--- config.mk ---
export PLATFORM = sky130hd
export DESIGN_NAME = rename_dispatch_stage
export DESIGN_NICKNAME = d
export VERILOG_FILES = /design/src/rtl/rename_dispatch_stage_pkg.sv /design/src/rtl/rename_dispatch_stage_id_decoder.sv /design/src/rtl/rename_dispatch_stage.sv
export SDC_FILE = /design/constraint.sdc
export NUM_CORES = 1
export LEC_CHECK = 0
export BUFFER_PORTS_ARGS = -buffer_cell sky130_fd_sc_hd__buf_2
export CAP_MARGIN = 20
export CORE_AREA = 2 2 208 210
export DETAILED_ROUTE_END_ITERATION = 8
export DIE_AREA = 0 0 210 212
export HOLD_SLACK_MARGIN = 0.06
export SYNTH_ARGS = -nofsm -noshare
export SYNTH_HDL_FRONTEND = slang
export SYNTH_HIERARCHICAL = 1
export SYNTH_SLANG_ARGS = --single-unit
--- constraint.sdc ---
create_clock -name clk -period 15.35 [get_ports clk]
set_input_delay 3.07 -clock clk [delete_from_list [all_inputs] [get_ports clk]]
set_output_delay 3.07 -clock clk [all_outputs]
set_load 0.05 [all_outputs]
--- src/rtl/rename_dispatch_stage_pkg.sv ---
// rtl/rename_dispatch_stage_pkg.sv - cpu_params: shared widths, opcodes, rs classes and the uop record
package cpu_params;

    localparam int DISPATCH_WIDTH = 2;
    localparam int ARCH_REG_BITS  = 5;
    localparam int PHYS_REG_BITS  = 6;
    localparam int ROB_IDX_BITS   = 5;
    localparam int NUM_RS         = 2;

    localparam logic [6:0] OP_LUI    = 7'b0110111;
    localparam logic [6:0] OP_AUIPC  = 7'b0010111;
    localparam logic [6:0] OP_JAL    = 7'b1101111;
    localparam logic [6:0] OP_JALR   = 7'b1100111;
    localparam logic [6:0] OP_BRANCH = 7'b1100011;
    localparam logic [6:0] OP_LOAD   = 7'b0000011;
    localparam logic [6:0] OP_STORE  = 7'b0100011;
    localparam logic [6:0] OP_IMM    = 7'b0010011;
    localparam logic [6:0] OP_REG    = 7'b0110011;
    localparam logic [6:0] F7_MULDIV = 7'b0000001;

    typedef enum logic [0:0] {
        RS_INT  = 1'b0,
        RS_INTM = 1'b1
    } rs_class_t;

    // Decoded fields are captured in the stage register; the rename fields
    // (pd, ps1, ps2, old_pd, rob_idx) are filled in on the way out.
    typedef struct packed {
        rs_class_t                cls;
        logic [6:0]               opcode;
        logic [2:0]               funct3;
        logic [6:0]               funct7;
        logic                     rd_valid;
        logic [ARCH_REG_BITS-1:0] rd;
        logic [ARCH_REG_BITS-1:0] rs1;
        logic [ARCH_REG_BITS-1:0] rs2;
        logic [31:0]              imm;
        logic [31:0]              pc;
        logic [PHYS_REG_BITS-1:0] pd;
        logic [PHYS_REG_BITS-1:0] ps1;
        logic [PHYS_REG_BITS-1:0] ps2;
        logic [PHYS_REG_BITS-1:0] old_pd;
        logic [ROB_IDX_BITS-1:0]  rob_idx;
    } uop_t;

endpackage

--- src/rtl/rename_dispatch_stage_id_decoder.sv ---
// rtl/rename_dispatch_stage_id_decoder.sv - single-lane combinational instruction to uop_t decoder
module id_decoder
    import cpu_params::*;
(
    input  logic [31:0] i_inst,
    input  logic [31:0] i_pc,
    output uop_t        o_uop
);

    logic w_writes_rd;

    always_comb begin
        o_uop        = '0;
        w_writes_rd  = 1'b1;
        o_uop.cls    = RS_INT;
        o_uop.opcode = i_inst[6:0];
        o_uop.funct3 = i_inst[14:12];
        o_uop.funct7 = i_inst[31:25];
        o_uop.rd     = i_inst[11:7];
        o_uop.rs1    = i_inst[19:15];
        o_uop.rs2    = i_inst[24:20];
        o_uop.pc     = i_pc;
        case (i_inst[6:0])
            OP_LUI, OP_AUIPC: o_uop.imm = {i_inst[31:12], 12'b0};
            OP_JAL:           o_uop.imm = {{12{i_inst[31]}}, i_inst[19:12], i_inst[20], i_inst[30:21], 1'b0};
            OP_JALR, OP_LOAD, OP_IMM:
                              o_uop.imm = {{20{i_inst[31]}}, i_inst[31:20]};
            OP_STORE: begin
                o_uop.imm   = {{20{i_inst[31]}}, i_inst[31:25], i_inst[11:7]};
                w_writes_rd = 1'b0;
            end
            OP_BRANCH: begin
                o_uop.imm   = {{20{i_inst[31]}}, i_inst[7], i_inst[30:25], i_inst[11:8], 1'b0};
                w_writes_rd = 1'b0;
            end
            OP_REG: begin
                if (i_inst[31:25] == F7_MULDIV) begin
                    o_uop.cls = RS_INTM;
                end
            end
            default: ;
        endcase
        // x0 never gets a physical register, so it never consumes a free-list entry
        o_uop.rd_valid = w_writes_rd && (i_inst[11:7] != '0);
    end

endmodule

--- src/rtl/rename_dispatch_stage.sv ---
// rtl/rename_dispatch_stage.sv - multi-wide rename/dispatch stage; DISPATCH_PERF_EN adds stall/group counters
module rename_dispatch_stage
    import cpu_params::*;
#(
    parameter int DISPATCH_WIDTH = cpu_params::DISPATCH_WIDTH,
    parameter int ARCH_REG_BITS  = cpu_params::ARCH_REG_BITS,
    parameter int PHYS_REG_BITS  = cpu_params::PHYS_REG_BITS,
    parameter int ROB_IDX_BITS   = cpu_params::ROB_IDX_BITS,
    parameter int NUM_RS         = cpu_params::NUM_RS
)
(
    input  logic                                    clk,
    input  logic                                    rst,
    input  logic [DISPATCH_WIDTH-1:0]               fifo_valid,
    input  logic [32*DISPATCH_WIDTH-1:0]            fifo_inst,
    input  logic [32*DISPATCH_WIDTH-1:0]            fifo_pc,
    output logic                                    fifo_ready,
    output logic [ARCH_REG_BITS*DISPATCH_WIDTH-1:0] rat_rs1,
    output logic [ARCH_REG_BITS*DISPATCH_WIDTH-1:0] rat_rs2,
    input  logic [PHYS_REG_BITS*DISPATCH_WIDTH-1:0] rat_ps1,
    input  logic [PHYS_REG_BITS*DISPATCH_WIDTH-1:0] rat_ps2,
    output logic [ARCH_REG_BITS*DISPATCH_WIDTH-1:0] rat_rdo,
    input  logic [PHYS_REG_BITS*DISPATCH_WIDTH-1:0] rat_pdo,
    output logic [DISPATCH_WIDTH-1:0]               rat_we,
    output logic [ARCH_REG_BITS*DISPATCH_WIDTH-1:0] rat_rd,
    output logic [PHYS_REG_BITS*DISPATCH_WIDTH-1:0] rat_pd,
    input  logic [PHYS_REG_BITS:0]                  fl_free_cnt,
    output logic [DISPATCH_WIDTH-1:0]               fl_pop,
    input  logic [PHYS_REG_BITS*DISPATCH_WIDTH-1:0] fl_pd,
    input  logic [ROB_IDX_BITS:0]                   rob_free_cnt,
    output logic [DISPATCH_WIDTH-1:0]               rob_alloc,
    input  logic [ROB_IDX_BITS*DISPATCH_WIDTH-1:0]  rob_idx,
    input  logic [3*NUM_RS-1:0]                     rs_free_cnt,
    output logic [DISPATCH_WIDTH*NUM_RS-1:0]        rs_push,
    output uop_t [DISPATCH_WIDTH-1:0]               rs_uop,
    input  logic                                    flush
`ifdef DISPATCH_PERF_EN
    ,
    output logic [31:0]                             perf_stall_fl,
    output logic [31:0]                             perf_stall_rob,
    output logic [31:0]                             perf_stall_rs,
    output logic [31:0]                             perf_groups
`endif
);

    localparam int W  = DISPATCH_WIDTH;
    localparam int AB = ARCH_REG_BITS;
    localparam int PB = PHYS_REG_BITS;
    localparam int RB = ROB_IDX_BITS;

    typedef enum logic {ST_EMPTY, ST_HELD} state_t;

    state_t          r_state;
    state_t          w_state_nxt;
    logic [W-1:0]    r_valid;
    uop_t            r_uop [W];
    uop_t            w_dec [W];
    uop_t            w_ren [W];
    logic            w_held;
    logic            w_fire;
    logic            w_load;
    logic            w_fl_ok;
    logic            w_rob_ok;
    logic            w_rs_ok;
    logic [PB:0]     w_need_pr;
    logic [RB:0]     w_need_rob;
    logic [3*NUM_RS-1:0] w_need_rs;
    int              w_slot;
    logic            w_go;

    for (genvar g = 0; g < W; g++) begin : g_dec
        id_decoder u_dec (
            .i_inst (fifo_inst[32*g +: 32]),
            .i_pc   (fifo_pc[32*g +: 32]),
            .o_uop  (w_dec[g])
        );
    end

    always_comb begin
        w_need_pr  = '0;
        w_need_rob = '0;
        w_need_rs  = '0;
        w_rs_ok    = 1'b1;
        for (int k = 0; k < W; k++) begin
            if (r_valid[k]) begin
                w_need_rob = w_need_rob + 1'b1;
                if (r_uop[k].rd_valid) begin
                    w_need_pr = w_need_pr + 1'b1;
                end
                for (int c = 0; c < NUM_RS; c++) begin
                    if (r_uop[k].cls == rs_class_t'(c)) begin
                        w_need_rs[3*c +: 3] = w_need_rs[3*c +: 3] + 3'd1;
                    end
                end
            end
        end
        for (int c = 0; c < NUM_RS; c++) begin
            if (rs_free_cnt[3*c +: 3] < w_need_rs[3*c +: 3]) begin
                w_rs_ok = 1'b0;
            end
        end
    end

    assign w_fl_ok    = (fl_free_cnt >= w_need_pr);
    assign w_rob_ok   = (rob_free_cnt >= w_need_rob);
    assign w_held     = (r_state == ST_HELD);
    assign w_fire     = w_held && !flush && w_fl_ok && w_rob_ok && w_rs_ok;
    // Nothing is popped while a flush is squashing the front end
    assign fifo_ready = !rst && !flush && (!w_held || w_fire);
    assign w_load     = fifo_ready && fifo_valid[0];

    always_comb begin
        w_state_nxt = r_state;
        if (flush) begin
            w_state_nxt = ST_EMPTY;
        end else if (w_load) begin
            w_state_nxt = ST_HELD;
        end else if (w_fire) begin
            w_state_nxt = ST_EMPTY;
        end
    end

    always_ff @(posedge clk) begin
        if (rst) begin
            r_state <= ST_EMPTY;
            r_valid <= '0;
        end else begin
            r_state <= w_state_nxt;
            if (flush) begin
                r_valid <= '0;
            end else if (w_load) begin
                r_valid <= fifo_valid;
            end else if (w_fire) begin
                r_valid <= '0;
            end
        end
    end

    always_ff @(posedge clk) begin
        if (w_load) begin
            for (int k = 0; k < W; k++) begin
                r_uop[k] <= w_dec[k];
            end
        end
    end

    // Free-list slots go to rd-writing lanes in lane order; sources and the
    // old mapping take the nearest earlier lane's new pd over the RAT value.
    always_comb begin
        w_slot = 0;
        for (int k = 0; k < W; k++) begin
            w_ren[k]         = r_uop[k];
            w_ren[k].pd      = '0;
            w_ren[k].ps1     = rat_ps1[PB*k +: PB];
            w_ren[k].ps2     = rat_ps2[PB*k +: PB];
            w_ren[k].old_pd  = rat_pdo[PB*k +: PB];
            w_ren[k].rob_idx = rob_idx[RB*k +: RB];
            if (r_valid[k] && r_uop[k].rd_valid) begin
                w_ren[k].pd = fl_pd[PB*w_slot +: PB];
                w_slot      = w_slot + 1;
            end
            for (int i = 0; i < k; i++) begin
                if (r_valid[i] && r_uop[i].rd_valid) begin
                    if (r_uop[i].rd == r_uop[k].rs1) w_ren[k].ps1    = w_ren[i].pd;
                    if (r_uop[i].rd == r_uop[k].rs2) w_ren[k].ps2    = w_ren[i].pd;
                    if (r_uop[i].rd == r_uop[k].rd)  w_ren[k].old_pd = w_ren[i].pd;
                end
            end
        end
    end

    always_comb begin
        fl_pop    = '0;
        rat_we    = '0;
        rob_alloc = '0;
        rs_push   = '0;
        rat_rs1   = '0;
        rat_rs2   = '0;
        rat_rdo   = '0;
        rat_rd    = '0;
        rat_pd    = '0;
        rs_uop    = '0;
        w_go      = 1'b0;
        for (int k = 0; k < W; k++) begin
            w_go                   = w_fire && r_valid[k];
            fl_pop[k]              = w_go && r_uop[k].rd_valid;
            rat_we[k]              = w_go && r_uop[k].rd_valid;
            rob_alloc[k]           = w_go;
            rat_rs1[AB*k +: AB]    = r_uop[k].rs1;
            rat_rs2[AB*k +: AB]    = r_uop[k].rs2;
            rat_rdo[AB*k +: AB]    = r_uop[k].rd;
            rat_rd[AB*k +: AB]     = r_uop[k].rd;
            rat_pd[PB*k +: PB]     = w_ren[k].pd;
            rs_uop[k]              = w_ren[k];
            for (int c = 0; c < NUM_RS; c++) begin
                rs_push[NUM_RS*k + c] = w_go && (r_uop[k].cls == rs_class_t'(c));
            end
        end
    end

`ifdef DISPATCH_PERF_EN
    always_ff @(posedge clk) begin
        if (rst) begin
            perf_stall_fl  <= '0;
            perf_stall_rob <= '0;
            perf_stall_rs  <= '0;
            perf_groups    <= '0;
        end else begin
            if (w_held && !w_fire) begin
                if (!w_fl_ok && perf_stall_fl != '1)   perf_stall_fl  <= perf_stall_fl + 32'd1;
                if (!w_rob_ok && perf_stall_rob != '1) perf_stall_rob <= perf_stall_rob + 32'd1;
                if (!w_rs_ok && perf_stall_rs != '1)   perf_stall_rs  <= perf_stall_rs + 32'd1;
            end
            if (w_fire && perf_groups != '1) perf_groups <= perf_groups + 32'd1;
        end
    end
`endif

endmodule

Word level (Yosys, flattened, before mapping)
Memory sizes are Yosys's and may differ from the RTL's.
Cells that the tools add are included.
- output and inout port bits: 317
- bits in registers: 3
- RAM bits: 196
- memories: 1
- bitwise operators: 2
- add/sub/neg operators: 4
- mux-type cells: 35
- magnitude comparators: 4
- reduce and logical (&&, ||, !) cells: 33
- shift operators: 1
- multipliers: 1
- equality and inequality tests: 23
- memories (memory ; words ; bits a word ; read ports ; clocked after memory_dff ; wr ports ; RTL line ; RTL):
    r_uop ; 2 ; 98 ; 2 ; 0 ; 2 ; rename_dispatch_stage.sv:56 ; uop_t r_uop [W];
- operators by type and width (operator ; number):
    $pmux 32 s5 ; 2
    $mux 6 ; 8
    $eq 7x6->1 const B ; 6
    $eq 7x7->1 const B ; 6
    $mul 3x32->31 const A ; 1
    $shiftx 12x32->6 ; 1
    $eq 7x5->1 const B ; 4
    $mux 7 ; 3
    $logic_and 1x1->1 ; 19
    $mux 18 ; 1
    $mux 1 ; 17
    $eq 5x5->1 ; 3
    $eq 7x1->1 const B ; 2
    $eq 7x2->1 const B ; 2
    $reduce_bool 5->1 ; 2
    $reduce_or 2->1 ; 5
    $add 7x1->7 const B ; 1
    $ge 7x7->1 ; 1
    $add 3x1->3 const B ; 2
    $add 6x1->6 const B ; 1
    $ge 6x6->1 ; 1
    $lt 3x3->1 ; 2
    $mux 3 ; 2
    $reduce_or 3->1 ; 2
    other kinds (5) ; 9

Longest topological paths before layout
An unclocked memory read counts as a cell.
- word-level depth: 15
- mapped depth: 11
- gate-level depth less buffers: 9

Cells and area by module
The synthesis kept the hierarchy.
- by module, submodules not included (module ; sequential area each (µm²) ; area an instance (µm²) ; cells an instance ; times used):
    rename_dispatch_stage ; 5925.7 ; 7469.7 ; 405 ; 1
    id_decoder ; 0.0 ; 1208.7 ; 170 ; 2

Worst setup path before layout
No wires, ideal clock.
- path kind: input to register
- from: in fl_free_cnt[0]
- to: mem r_uop[0][100] (netlist name) (enable)
- path slack: 2535 ps
- required time: 14592 ps
- arrival time: 12057 ps
- stages on the path: 6
- library setup time: 758 ps
- buffers on the path: 0
- path through: inv_1 ha_1 o21ai_0 a311oi_4 a31oi_4 nor2_1
- RTL lines (element ; RTL line ; RTL):
    from (decl) ; rename_dispatch_stage.sv:27 ; input logic [PHYS_REG_BITS:0] fl_free_cnt,
    to (decl) ; rename_dispatch_stage.sv:56 ;

Final worst setup path
- from: in fl_free_cnt[1]
- to: out fl_pop[1]
- longest elaborated chain between the ends: 6
- ends and longest elaborated chain (element ; RTL line ; RTL):
    $ge 7x7->1 ; rename_dispatch_stage.sv:104 ; assign w_fl_ok = (fl_free_cnt >= w_need_pr);
    $logic_and 1x1->1 (3 in a row) ; rename_dispatch_stage.sv:107 ; assign w_fire = w_held && !flush && w_fl_ok && w_rob_ok && w_rs_ok;
    $logic_and 1x1->1 ; rename_dispatch_stage.sv:185 ; w_go = w_fire && r_valid[k];
    $logic_and 1x1->1 ; rename_dispatch_stage.sv:186 ; fl_pop[k] = w_go && r_uop[k].rd_valid;
    to (decl) ; rename_dispatch_stage.sv:28 ; output logic [DISPATCH_WIDTH-1:0] fl_pop,
No other way between the ends.

==> results.py <==
metrics = {
    "placed_design": {
        "detailed_place_hpwl_um": 23110,
        "dp_worst_setup_slack_ns": 7.599,
        "place.port_buffers": 470,
        "place_area_um2": 10830,
        "place.gp.congestion": 0.7533,
        "dp_cells": 1478,
    },
    "layout": {
        "fin_cells": 1511,
        "final_area_um2": 11370,
        "area_growth_pct": 20.42,
        "fin_util_pct": 26.75,
        "fillers": 4445,
        "final_nets": 1170,
        "layout-drive-gt1-share_pct": 55.76,
    },
    "clock_network": {
        "cts_hold_buf": 0,
        "clk_path_buf_depth": 2,
        "cts_root_buffer": "clkbuf_16",
        "cts_tree": "done",
        "cts_sinks": 198,
        "htree_levels": 4,
        "cts_setup_buffers": 0,
        "cts_buffers": 17,
        "worstSkewPairLatency_ns": 0.45,
        "path_clk_slew_ns": 0.07,
        "post_cts_resized": 0,
    },
    "setup_path": {
        "crit_slowest_cell": "a311oi_4",
        "path_max_fanout": 9,
        "cp-end-kind": "output port",
        "crit_arrival_ns": 4.68,
        "cp.buffers_inverters": 2,
        "crit_type": "input port to output port",
        "cp-start-kind": "input port",
        "cpPeakStageDelay_ns": 0.34,
        "crit_top_cell": "buf_2",
        "worst_ep_required_time_ns": 12.28,
        "cp_top_family": "simple AND/OR/NAND/NOR gates",
        "path_cells": "buf_2 -> ha_1 -> o21ai_0 -> a311oi_4 -> nand3_2 -> nor2_1 -> buf_2",
    },
    "worst_hold_path": {
        "hp-class": "flop to flop",
    },
    "pwr": {
        "p_per_area_nw_per_um2": 106.5,
        "power_mw": 1.212,
        "ir_worst_vdd_uv": 74.73,
        "p_leak_nw": 4.855,
    },
    "sta": {
        "finalCritPeriodShare_pct": 50.51,
        "setup_viol": 0,
        "skew_ns": 0.009393,
        "hold_viol_final": 0,
        "worstMarginPinSlew_ns": 1.041,
        "timing.hold.ws_ns": 0.8541,
        "slew-limit-headroom_pct": 30.58,
        "fmax_mhz": 129.0,
        "maxSlewViolCount": 0,
        "setup_ws_ns": 7.597,
        "period_minus_slack_ns": 7.753,
        "grt_setup_unrepaired": "no",
        "setup-tns-final_ns": 0,
    },
    "global_route": {
        "grt_max_degree": 71,
        "grt_pass1_wl_um": 39680,
        "antenna_found_initial": 2,
        "grt_pass1_vias": 6208,
        "grt_overflow": 0,
        "grtUsageTotal_pct": 12.54,
    },
    "floorplan": {
        "die_w_um": 210,
        "coreArea_um2": 42510,
        "rows": 76,
        "design.die.area_um2": 44520,
        "io_pins": 527,
        "start_util_pct": 22.22,
        "die_h_um": 212,
    },
    "logic_synthesis": {
        "synthCells": 685,
        "synth.cell_area_um2": 9444,
        "yosysWarnings": 6,
        "syn_area_per_cell_um2": 13.79,
        "syn_nets": 904,
    },
    "drt": {
        "drtAntennaViolNets": 0,
        "wl_um": 28950,
        "first_pass_iters": 4,
        "wl_per_cell_um": 19.16,
        "via_count": 6131,
        "initialDrtViolationCount": 249,
        "drc_errors": 0,
        "vias_per_cell": 4.058,
    },
    "flow_run": {
        "drv_cap": 0,
    },
    "run_status": {
        "run_status": "complete, no violations",
    },
}
layout make-up:
cell class / instances / area [um2] / area share (%)
timing repair buffer: 473 / 2375 / 20.88
antenna: 2 / 5.005 / 0.04401
multi-input combinational: 250 / 1803 / 15.85
inverter: 11 / 41.29 / 0.3631
clock inverter: 13 / 110.1 / 0.9682
sequential: 198 / 5926 / 52.11
tap: 546 / 683.2 / 6.007
clock buffer: 18 / 429.2 / 3.774
final timing paths:
kind / from / to / slack, ns / depth (start not counted)
setup / recovery: fl_free_cnt[1] / fl_pop[1] / 7.60 / 7
setup reg to reg: r_state$_SDFFE_PP0P_ / r_uop[0][195]$_DFFE_PP_ / 11.08 / 9
hold reg to reg: r_valid[1]$_SDFFE_PP0P_ / r_valid[1]$_SDFFE_PP0P_ / 0.85 / 3
hold / removal: r_valid[1]$_SDFFE_PP0P_ / r_valid[1]$_SDFFE_PP0P_ / 0.85 / 3
cells in the final DEF (no fill, tap or decap), types with 6 or more instances in the layout:
master	n
edfxtp_1	196
buf_2	470
a21o_1	38
nand3_1	9
a22o_2	8
nor3_1	10
nor4_1	6
nand2_1	31
nor2b_1	16
xor2_1	12
inv_1	11
and3_1	8
nor2_1	14
ha_1	9
mux2_2	18
a21oi_1	12
clkbuf_16	17
where the power goes:
group,total (mW),switching (mW),internal (mW)
logic,0.167,0.126,0.0417
clock network,0.423,0.202,0.222
registers,0.621,0.00799,0.613
total,1.21,0.335,0.876
layer usage:
layer | vias up | part of all wire [%] | global-route usage (%) | wire length, um
met2 | 354 | 52 | 22.83 | 15190
met4 | 0 | 2.6 | 5.209 | 759
li1 | 2777 | - | - | -
met3 | 41 | 7.3 | 4.372 | 2101
met5 | - | 0 | 0.3337 | 0
met1 | 2959 | 38 | 13.14 | 10900
registers in the layout (all words and copies together), names as in the netlist:
register,cells
r_state,1
r_uop,196
r_valid,1
worst register-to-register path: stages, from the launching register on:
cell      delay (ns)
dfxtp_1         0.56
and2_1          0.54
nand3_1         0.15
ha_1            0.30
o21ai_0         0.13
a311oi_4        0.34
a31oi_4         0.16
nor2_4          0.12
buf_4           0.63
buf_4           0.92
Power figures use the tool's default switching activity.
